**config.mk**
```make
export PLATFORM = sky130hd
export DESIGN_NAME = hazard_control_unit
export DESIGN_NICKNAME = d
export VERILOG_FILES = /design/src/rtl/hazard_control_unit.sv
export SDC_FILE = /design/constraint.sdc
export NUM_CORES = 1
export LEC_CHECK = 0
export CAP_MARGIN = 5
export CORE_MARGIN = 2
export CORE_UTILIZATION = 40
export CTS_CLUSTER_SIZE = 12
export DETAILED_ROUTE_END_ITERATION = 12
export PLACE_DENSITY_LB_ADDON = 0.3
export SYNTH_ARGS = -nofsm -noshare
export SYNTH_HDL_FRONTEND = slang
export SYNTH_SLANG_ARGS = --single-unit
```
**constraint.sdc**
```tcl
create_clock -name i_clk -period 2.2 [get_ports i_clk]
set_input_delay 0.44 -clock i_clk [delete_from_list [all_inputs] [get_ports i_clk]]
set_output_delay 0.44 -clock i_clk [all_outputs]
set_load 0.03 [all_outputs]
```
**src/rtl/hazard_control_unit.sv**
```systemverilog
// Hazard sequencer: load-use stall, data-memory freeze, branch squash and fetch shadow.
// In: ID sources, EX load/rd/branch, MEM req/ready. Out: per-register stall/flush/bubble, state, counters.
module hazard_control_unit #(
  parameter int unsigned FETCH_LATENCY = 1,
  parameter int unsigned CNT_W         = 32
) (
  input  logic             i_clk,
  input  logic             i_rst_n,
  input  logic [4:0]       i_ID_rs1,
  input  logic [4:0]       i_ID_rs2,
  input  logic             i_ID_UsesRs1,
  input  logic             i_ID_UsesRs2,
  input  logic             i_EX_MemRead,
  input  logic [4:0]       i_EX_rd,
  input  logic             i_EX_BranchTaken,
  input  logic             i_MEM_Req,
  input  logic             i_MEM_Ready,
  output logic             o_PC_Stall,
  output logic             o_IFID_Stall,
  output logic             o_IFID_Flush,
  output logic             o_IDEX_Stall,
  output logic             o_IDEX_Bubble,
  output logic             o_EXMEM_Stall,
  output logic             o_MEMWB_Bubble,
  output logic [1:0]       o_State,
  output logic [CNT_W-1:0] o_StallCycles,
  output logic [CNT_W-1:0] o_FlushCycles
);

  typedef enum logic [1:0] {
    RUN      = 2'd0,
    LOAD_USE = 2'd1,
    MEM_WAIT = 2'd2,
    REDIRECT = 2'd3
  } state_t;

  localparam logic [1:0] SHADOW_INIT = 2'(FETCH_LATENCY);
  localparam logic [CNT_W-1:0] CNT_MAX = {CNT_W{1'b1}};

  state_t     state;
  state_t     state_nxt;
  logic [1:0] shadow_cnt;
  logic [1:0] shadow_nxt;

  logic mem_stall;
  logic load_use;
  logic redirect;
  logic shadow;
  logic rs1_hit;
  logic rs2_hit;

  assign mem_stall = i_MEM_Req & ~i_MEM_Ready;
  assign rs1_hit   = i_ID_UsesRs1 & (i_EX_rd == i_ID_rs1);
  assign rs2_hit   = i_ID_UsesRs2 & (i_EX_rd == i_ID_rs2);
  assign load_use  = i_EX_MemRead & (i_EX_rd != 5'd0)
                   & (rs1_hit | rs2_hit);
  assign redirect  = i_EX_BranchTaken;
  assign shadow    = (shadow_cnt != 2'd0);

  // One-hot case selects encoding the priority order;
  // reset overrides everything asynchronously.
  logic sel_rst;
  logic sel_mem;
  logic sel_red;
  logic sel_lu;
  logic sel_shd;

  assign sel_rst = ~i_rst_n;
  assign sel_mem = i_rst_n & mem_stall;
  assign sel_red = i_rst_n & ~mem_stall & redirect;
  assign sel_lu  = i_rst_n & ~mem_stall & ~redirect & load_use;
  assign sel_shd = i_rst_n & ~mem_stall & ~redirect
                 & ~load_use & shadow;

  always_comb begin
    o_PC_Stall     = 1'b0;
    o_IFID_Stall   = 1'b0;
    o_IFID_Flush   = 1'b0;
    o_IDEX_Stall   = 1'b0;
    o_IDEX_Bubble  = 1'b0;
    o_EXMEM_Stall  = 1'b0;
    o_MEMWB_Bubble = 1'b0;
    unique case (1'b1)
      sel_rst: begin
        o_IFID_Flush   = 1'b1;
        o_IDEX_Bubble  = 1'b1;
        o_MEMWB_Bubble = 1'b1;
      end
      sel_mem: begin
        o_PC_Stall     = 1'b1;
        o_IFID_Stall   = 1'b1;
        o_IDEX_Stall   = 1'b1;
        o_EXMEM_Stall  = 1'b1;
        o_MEMWB_Bubble = 1'b1;
      end
      sel_red: begin
        o_IFID_Flush  = 1'b1;
        o_IDEX_Bubble = 1'b1;
      end
      sel_lu: begin
        o_PC_Stall    = 1'b1;
        o_IFID_Stall  = 1'b1;
        o_IDEX_Bubble = 1'b1;
      end
      sel_shd: begin
        o_IFID_Flush = 1'b1;
      end
      default: ;
    endcase
  end

  // Fetch latency keeps elapsing under a load-use hold,
  // but the whole pipe (fetch included) freezes on mem_stall.
  always_comb begin
    shadow_nxt = shadow_cnt;
    if (mem_stall)
      shadow_nxt = shadow_cnt;
    else if (redirect)
      shadow_nxt = SHADOW_INIT;
    else if (shadow)
      shadow_nxt = shadow_cnt - 2'd1;
  end

  always_comb begin
    state_nxt = RUN;
    if (mem_stall)
      state_nxt = MEM_WAIT;
    else if (redirect | shadow)
      state_nxt = REDIRECT;
    else if (load_use)
      state_nxt = LOAD_USE;
  end

  // A load-use masked by a redirect never stalls, so it is not counted.
  logic stall_evt;
  assign stall_evt = mem_stall | (load_use & ~redirect);

  always_ff @(posedge i_clk or negedge i_rst_n) begin
    if (!i_rst_n) begin
      state         <= RUN;
      shadow_cnt    <= SHADOW_INIT;
      o_StallCycles <= '0;
      o_FlushCycles <= '0;
    end else begin
      state      <= state_nxt;
      shadow_cnt <= shadow_nxt;
      if (stall_evt && o_StallCycles != CNT_MAX)
        o_StallCycles <= o_StallCycles + 1'b1;
      if (o_IFID_Flush && o_FlushCycles != CNT_MAX)
        o_FlushCycles <= o_FlushCycles + 1'b1;
    end
  end

  assign o_State = state;

endmodule

```
# Yosys cells after proc, flatten, opt, wreduce, memory -nomap -nowiden
# Index checks and enable logic that the tools add are counted.
dict set report word_totals {
  input_bits 23
  output_inout_bits 73
  register_bits 68
}
dict set report classes {
  addsub 3
  bitwise 21
  n_eq_ne 4
  mux 10
  n_reduce_logical 10
}
# op count
set ops {}
lappend ops {{adder 32 x 1 -> 32 bit, second input constant} 2}
lappend ops {{inequality test 32 bit, second input constant} 2}
lappend ops {{AND 1 bit} 13}
lappend ops {{== test 5 bit} 2}
lappend ops {{2-to-1 mux 2 bit} 4}
lappend ops {{2-to-1 mux 1 bit} 6}
lappend ops {{OR reduction 3 bit} 2}
lappend ops {{NOT 1 bit} 5}
lappend ops {{nonzero test 5 bit} 1}
lappend ops {{nonzero test 2 bit} 2}
lappend ops {{OR reduction 2 bit} 2}
lappend ops {{OR 1 bit} 3}
lappend ops {{logical AND 1 bit} 2}
lappend ops {{AND reduction 2 bit} 1}
lappend ops {{subtractor 2 x 1 -> 2 bit, second input constant} 1}

# Logic depth before layout (Yosys ltp)
dict set report depth {
  depth_word 10
  mapped_depth 9
  mapped_depth_nobuf 8
}

# Worst setup path before layout
# OpenSTA, ideal clock, no wires.
dict set report synth_path {
  path_kind {input to output}
  startpoint {in i_EX_rd[1]}
  endpoint {out o_PC_Stall}
  setup_slack_ps -115
  arrival_time_ps 1875
  path_stages 6
  cell_sequence {xnor2_1 -> nand4_1 -> o22ai_4 -> a21oi_1 -> nor2_1 -> buf_4}
}
dict set report synth_via {
  elab_chain_len 7
}
# item line_no
set synth_lines {}
lappend synth_lines {{start: declaration} 14} ;# input logic [4:0] i_EX_rd,
lappend synth_lines {{== test 5 bit (on tied branches)} {53, 54}}
lappend synth_lines {{AND 1 bit (on tied branches)} {53, 54}}
lappend synth_lines {{OR 1 bit} 56} ;# & (rs1_hit | rs2_hit);
lappend synth_lines {{AND 1 bit *} 56}
lappend synth_lines {{AND 1 bit *} 71} ;# assign sel_lu = i_rst_n & ~mem_stall & ~redirect & load_use;
lappend synth_lines {{OR reduction 2 bit (no source line) *} -}
lappend synth_lines {{2-to-1 mux 1 bit *} -}
lappend synth_lines {{end: declaration} 18} ;# output logic o_PC_Stall,
# Every way passes the cells marked *; elsewhere a longest branch is shown, timed or not.

# Worst setup path in the final report
dict set report layout_path {
  startpoint {in i_EX_rd[0]}
  endpoint {out o_IFID_Flush}
}
dict set report layout_via {
  elab_chain_len 9
}
# item line_no
set layout_lines {}
lappend layout_lines {{== test 5 bit (on tied branches)} {53, 54}}
lappend layout_lines {{AND 1 bit (on tied branches)} {53, 54}}
lappend layout_lines {{OR 1 bit} 56}
lappend layout_lines {{AND 1 bit *} 56}
lappend layout_lines {{NOT 1 bit *} 73} ;# & ~load_use & shadow;
lappend layout_lines {{AND 1 bit * (2 in a row)} 73}
lappend layout_lines {{OR reduction 3 bit (no source line) *} -}
lappend layout_lines {{2-to-1 mux 1 bit *} 83} ;# unique case (1'b1)
lappend layout_lines {{end: declaration} 20} ;# output logic o_IFID_Flush,
# Marks and branches as above.

==> impl_metrics.csv <==
group,metric,value,unit
status,status,"finished with violations",
status,violations,"negative setup slack",
synthesis,synth-compound-area-share,0.0376,
detailed_routing,dr_wl_met3,385,um
worst_setup_path,critPathBufInv,3,
worst_setup_path,setup.worst_path.start_class,"input port",
layout,area_delta_synth_final,49.9,%
grt,grt_pass1_vias,3054,
synthesis,ys_seq_area_frac,0.487,
worst_setup_path,path_max_fanout,3,
layout,regArea,1700,um2
clock_tree,clock_path_buffers,2,
synthesis,ys_top_cells_by_area,"dfrtp_1 (48%), xnor2_1 (15%), nand4_1 (5.9%)",
die,die_area,9510,um2
timing,tightestPinTransition,0.877,ns
clock_tree,cts_buffers,9,
timing,setup_tns,-0.00205,ns
worst_setup_path,cp_common_cell,"buf_6",
synthesis,synth_top_family_by_area,"simple AND/OR/NAND/NOR gates",
layout,fin_cells,595,
timing,max_freq,0.454,GHz
place,numPortBuffers,95,
detailed_routing,drt-initial-drc-count,93,
timing,fin_ws,-0.00205,ns
grt,grt_use_total,0.191,
power,switching_share,0.312,
timing,finalHoldViolCount,0,
synthesis,synth_simple_gate_area_frac,0.255,
worst_setup_path,path_cells,"buf_6 -> or4_4 -> o21ai_4 -> buf_6 -> nor2b_4 -> a21oi_4 -> buf_6",
grt,grt_max_degree,69,
worst_setup_path,r2r_cells,11,
worst_setup_path,worstSetupEndpoint,"o_IFID_Flush",
worst_setup_path,crit_path_start,"i_EX_rd[0]",
power,p_int,2.71,mW
synthesis,synth_cell_type_count,34,
timing,slew_headroom,0.416,
power,p_leak,2.26,nW
layout,drive_above_1_share,0.214,
detailed_routing,vias_per_cell,5.19,
place,dp_hpwl,6390,um
min_path,min-delay-path-class,"in2async",
worst_setup_path,critPathKind,"in2out",
worst_setup_path,crit_required,1.76,ns
synthesis,synthXorXnorAreaFrac,0.180,
detailed_routing,vias,3090,
detailed_routing,wl_met1,3840,um
layout,final_nets,508,
detailed_routing,top_layer,"met4",
clock_tree,cts_sinks,68,
synthesis,async_flop_share,1.00,
detailed_routing,wl,9000,um
power,pwr-share-comb,0.282,
die,core_area,8590,um2
grt,grt_pass1_wl,14800,um
die,dieWidth,97.5,um
detailed_routing,wire_per_inst,15.1,um
timing,finalCritPeriodShare,1.00,
die,die_y,97.5,um
place,dp.cells,566,
synthesis,syn-num-nets,363,
synthesis,synth-edff-count,0,
timing,setup_violations,1,
synthesis,yosysTopAreaCellShare,0.479,
worst_setup_path,crit_cells,7,
clock_tree,cts_tree,"done",
worst_setup_path,crit_path_top_delay_cell,"or4_4",
worst_setup_path,max_stage_delay,0.53,ns
layout,final_util,0.610,
synthesis,yosys_warnings,0,
timing,fin_hold_ws,0.322,ns
timing,drv_slew,0,
die,rows,34,
grt,grt_antenna_before_repair,0,
synthesis,yosys.area_share.adder,0.0107,
layout,fill_cells,706,
worst_setup_path,reg2reg_slack,0.15,ns
clock_tree,clkTransAtPathRegs,0.08,ns
worst_setup_path,worstPathArrival,1.76,ns
synthesis,synth_top_flop_cell,"dfrtp_1",
synthesis,synthTopCellsByCount,"dfrtp_1 (67), xnor2_1 (58), nand4_1 (33)",
layout,antenna_cells,0,
worst_setup_path,setup.worst_path.end_class,"primary output",
place,place.gp.congestion,0.843,
timing,finClkSkew,0.00944,ns
synthesis,synth_most_common_cell,"dfrtp_1",
die,io_pins,96,
detailed_routing,drc,0,
die,start_util,0.407,
detailed_routing,wl_met2,4630,um
clock_tree,clock_latency,0.35,ns
flow_run,drv_cap,0,
synthesis,netlist_instances,337,
grt,overflow,0,
layout,multi_input_area,1810,um2
power,p_seq_frac,0.394,
detailed_routing,ant_nets,0,
clock_tree,cts_hold_buf,0,
clock_tree,htreeDepth,3,
worst_setup_path,r2r_end,"o_FlushCycles[1]",
power,p_switching,1.23,mW
worst_setup_path,cp_top_family,"simple AND/OR/NAND/NOR gates",
worst_setup_path,r2r-start,"shadow_cnt[0]",
power,power,3.94,mW
detailed_routing,first_pass_iters,4,
synthesis,synth_area,3500,um2
synthesis,synth-seq-cells,68,
timing,rsz0062_at_grt,"true",
synthesis,syn_avg_cell_area,10.4,um2
power,ir_drop,0.000330,V
synthesis,synth.largest_area_cell,"dfrtp_1",
power,powerDensity,751,nW/um2
power,clockPowerShare,0.324,
synthesis,synthMuxAreaShare,0.00644,
timing,period_minus_slack,2.20,ns
clock_tree,root_buffer,"clkbuf_8",
kinds of logic after synthesis:
family	count (synthesis)
AOI/OAI and AO/OA	14
adders and majority gates	3
DFF	68
muxes	2
buffers and inverters	14
and+or+nand+nor	164
xor gates and xnor gates	72
area by class of cell:
| cell class | instances | share of cell area |
|---|---|---|
| clock inverters | 6 | 0.0212 |
| well taps | 108 | 0.0258 |
| clock buffers | 10 | 0.0262 |
| inverters | 5 | 0.00358 |
| multi-input cells | 255 | 0.345 |
| flip-flops and latches | 68 | 0.325 |
| repair buffers | 143 | 0.253 |
registers in the layout (all words and copies together), names as in the netlist:
name and flops:
o_FlushCycles 32, shadow_cnt 2, o_StallCycles 32, o_State 2
per-layer routing:
| metal | up-vias | track usage |
|---|---|---|
| met5 | - | 0 |
| met3 | 11 | 0.0432 |
| met2 | 83 | 0.328 |
| met4 | 0 | 0.0598 |
| met1 | 1507 | 0.239 |
| li1 | 1489 | - |
cell usage in the layout, fill, tap and decap left out, drive strengths merged, types with 2 or more instances in the layout:
| cell type | Yosys | final |
|---|---|---|
| clkdlybuf4s50 | 0 | 71 |
| dfrtp | 67 | 67 |
| buf | 9 | 60 |
| xnor2 | 58 | 58 |
| nand4 | 33 | 33 |
| nand3 | 29 | 29 |
| nand2 | 27 | 27 |
| nor2 | 21 | 21 |
| and3 | 14 | 14 |
| xor2 | 14 | 14 |
| clkbuf | 0 | 11 |
| nor3 | 9 | 9 |
| nor4 | 8 | 8 |
| and4 | 8 | 8 |
| and2 | 7 | 7 |
| dlygate4sd2 | 0 | 6 |
| inv | 5 | 5 |
| a21oi | 5 | 5 |
| clkdlybuf4s15 | 0 | 4 |
| o21ai | 4 | 4 |
| nor2b | 3 | 3 |
| bufinv | 0 | 3 |
| or4 | 3 | 3 |
| ha | 3 | 3 |
| nand2b | 2 | 2 |
| mux2 | 2 | 2 |
| clkinv | 0 | 2 |
worst register-to-register path: cells and delay by family, from the launching register on:
family / cells / cell delay, ns
flops: 1 / 0.55
buf+inv: 4 / 0.45
simple gates: 4 / 0.37
mux: 1 / 0.26
compound gates: 1 / 0.18
fa+ha+maj: 1 / 0.15
how the worst min path moves through the flow:
stage                      start           endpoint  slack (ns)  depth (start not counted)
4_1_cts                  i_rst_n  o_StallCycles[25]        0.37                          2
5_1_grt                  i_rst_n  o_StallCycles[26]        0.42                          2
2_1_floorplan            i_rst_n   o_FlushCycles[0]        0.14                          0
6_report                 i_rst_n  o_StallCycles[25]        0.32                          2
3_5_place_dp   o_StallCycles[18]  o_StallCycles[18]        0.49                          1
3_3_place_gp   o_StallCycles[23]  o_StallCycles[23]        0.48                          1
power groups by stage:
stage | sequential (mW) | combinational (mW) | clock (mW)
2_1_floorplan | 1.78 | 0.347 | 0
3_3_place_gp | 1.57 | 0.994 | 0
3_5_place_dp | 1.57 | 1.01 | 0
4_1_cts | 1.55 | 1.08 | 1.30
5_1_grt | 1.58 | 1.21 | 1.36
6_report | 1.55 | 1.11 | 1.28
through the flow:
stage	setup slack [ns]	area, um2
2_1_floorplan	-0.0231	3500
3_3_place_gp	-0.702	4780
3_5_place_dp	-0.732	4780
4_1_cts	0.00608	5140
5_1_grt	-0.0277	5240
6_report	-0.00205	5240
repair_timing:
| action | 4_1_cts | 5_1_grt |
|---|---|---|
| setup endpoints to repair | 37 | 7 |
| pin swaps | 16 | 16 |
| hold endpoints to repair | 0 | 0 |
| gates cloned | 0 | 0 |
| gates resized for setup | 58 | 20 |
| setup buffers | 9 | 4 |
Note: power is estimated with default switching activity, not from simulation.
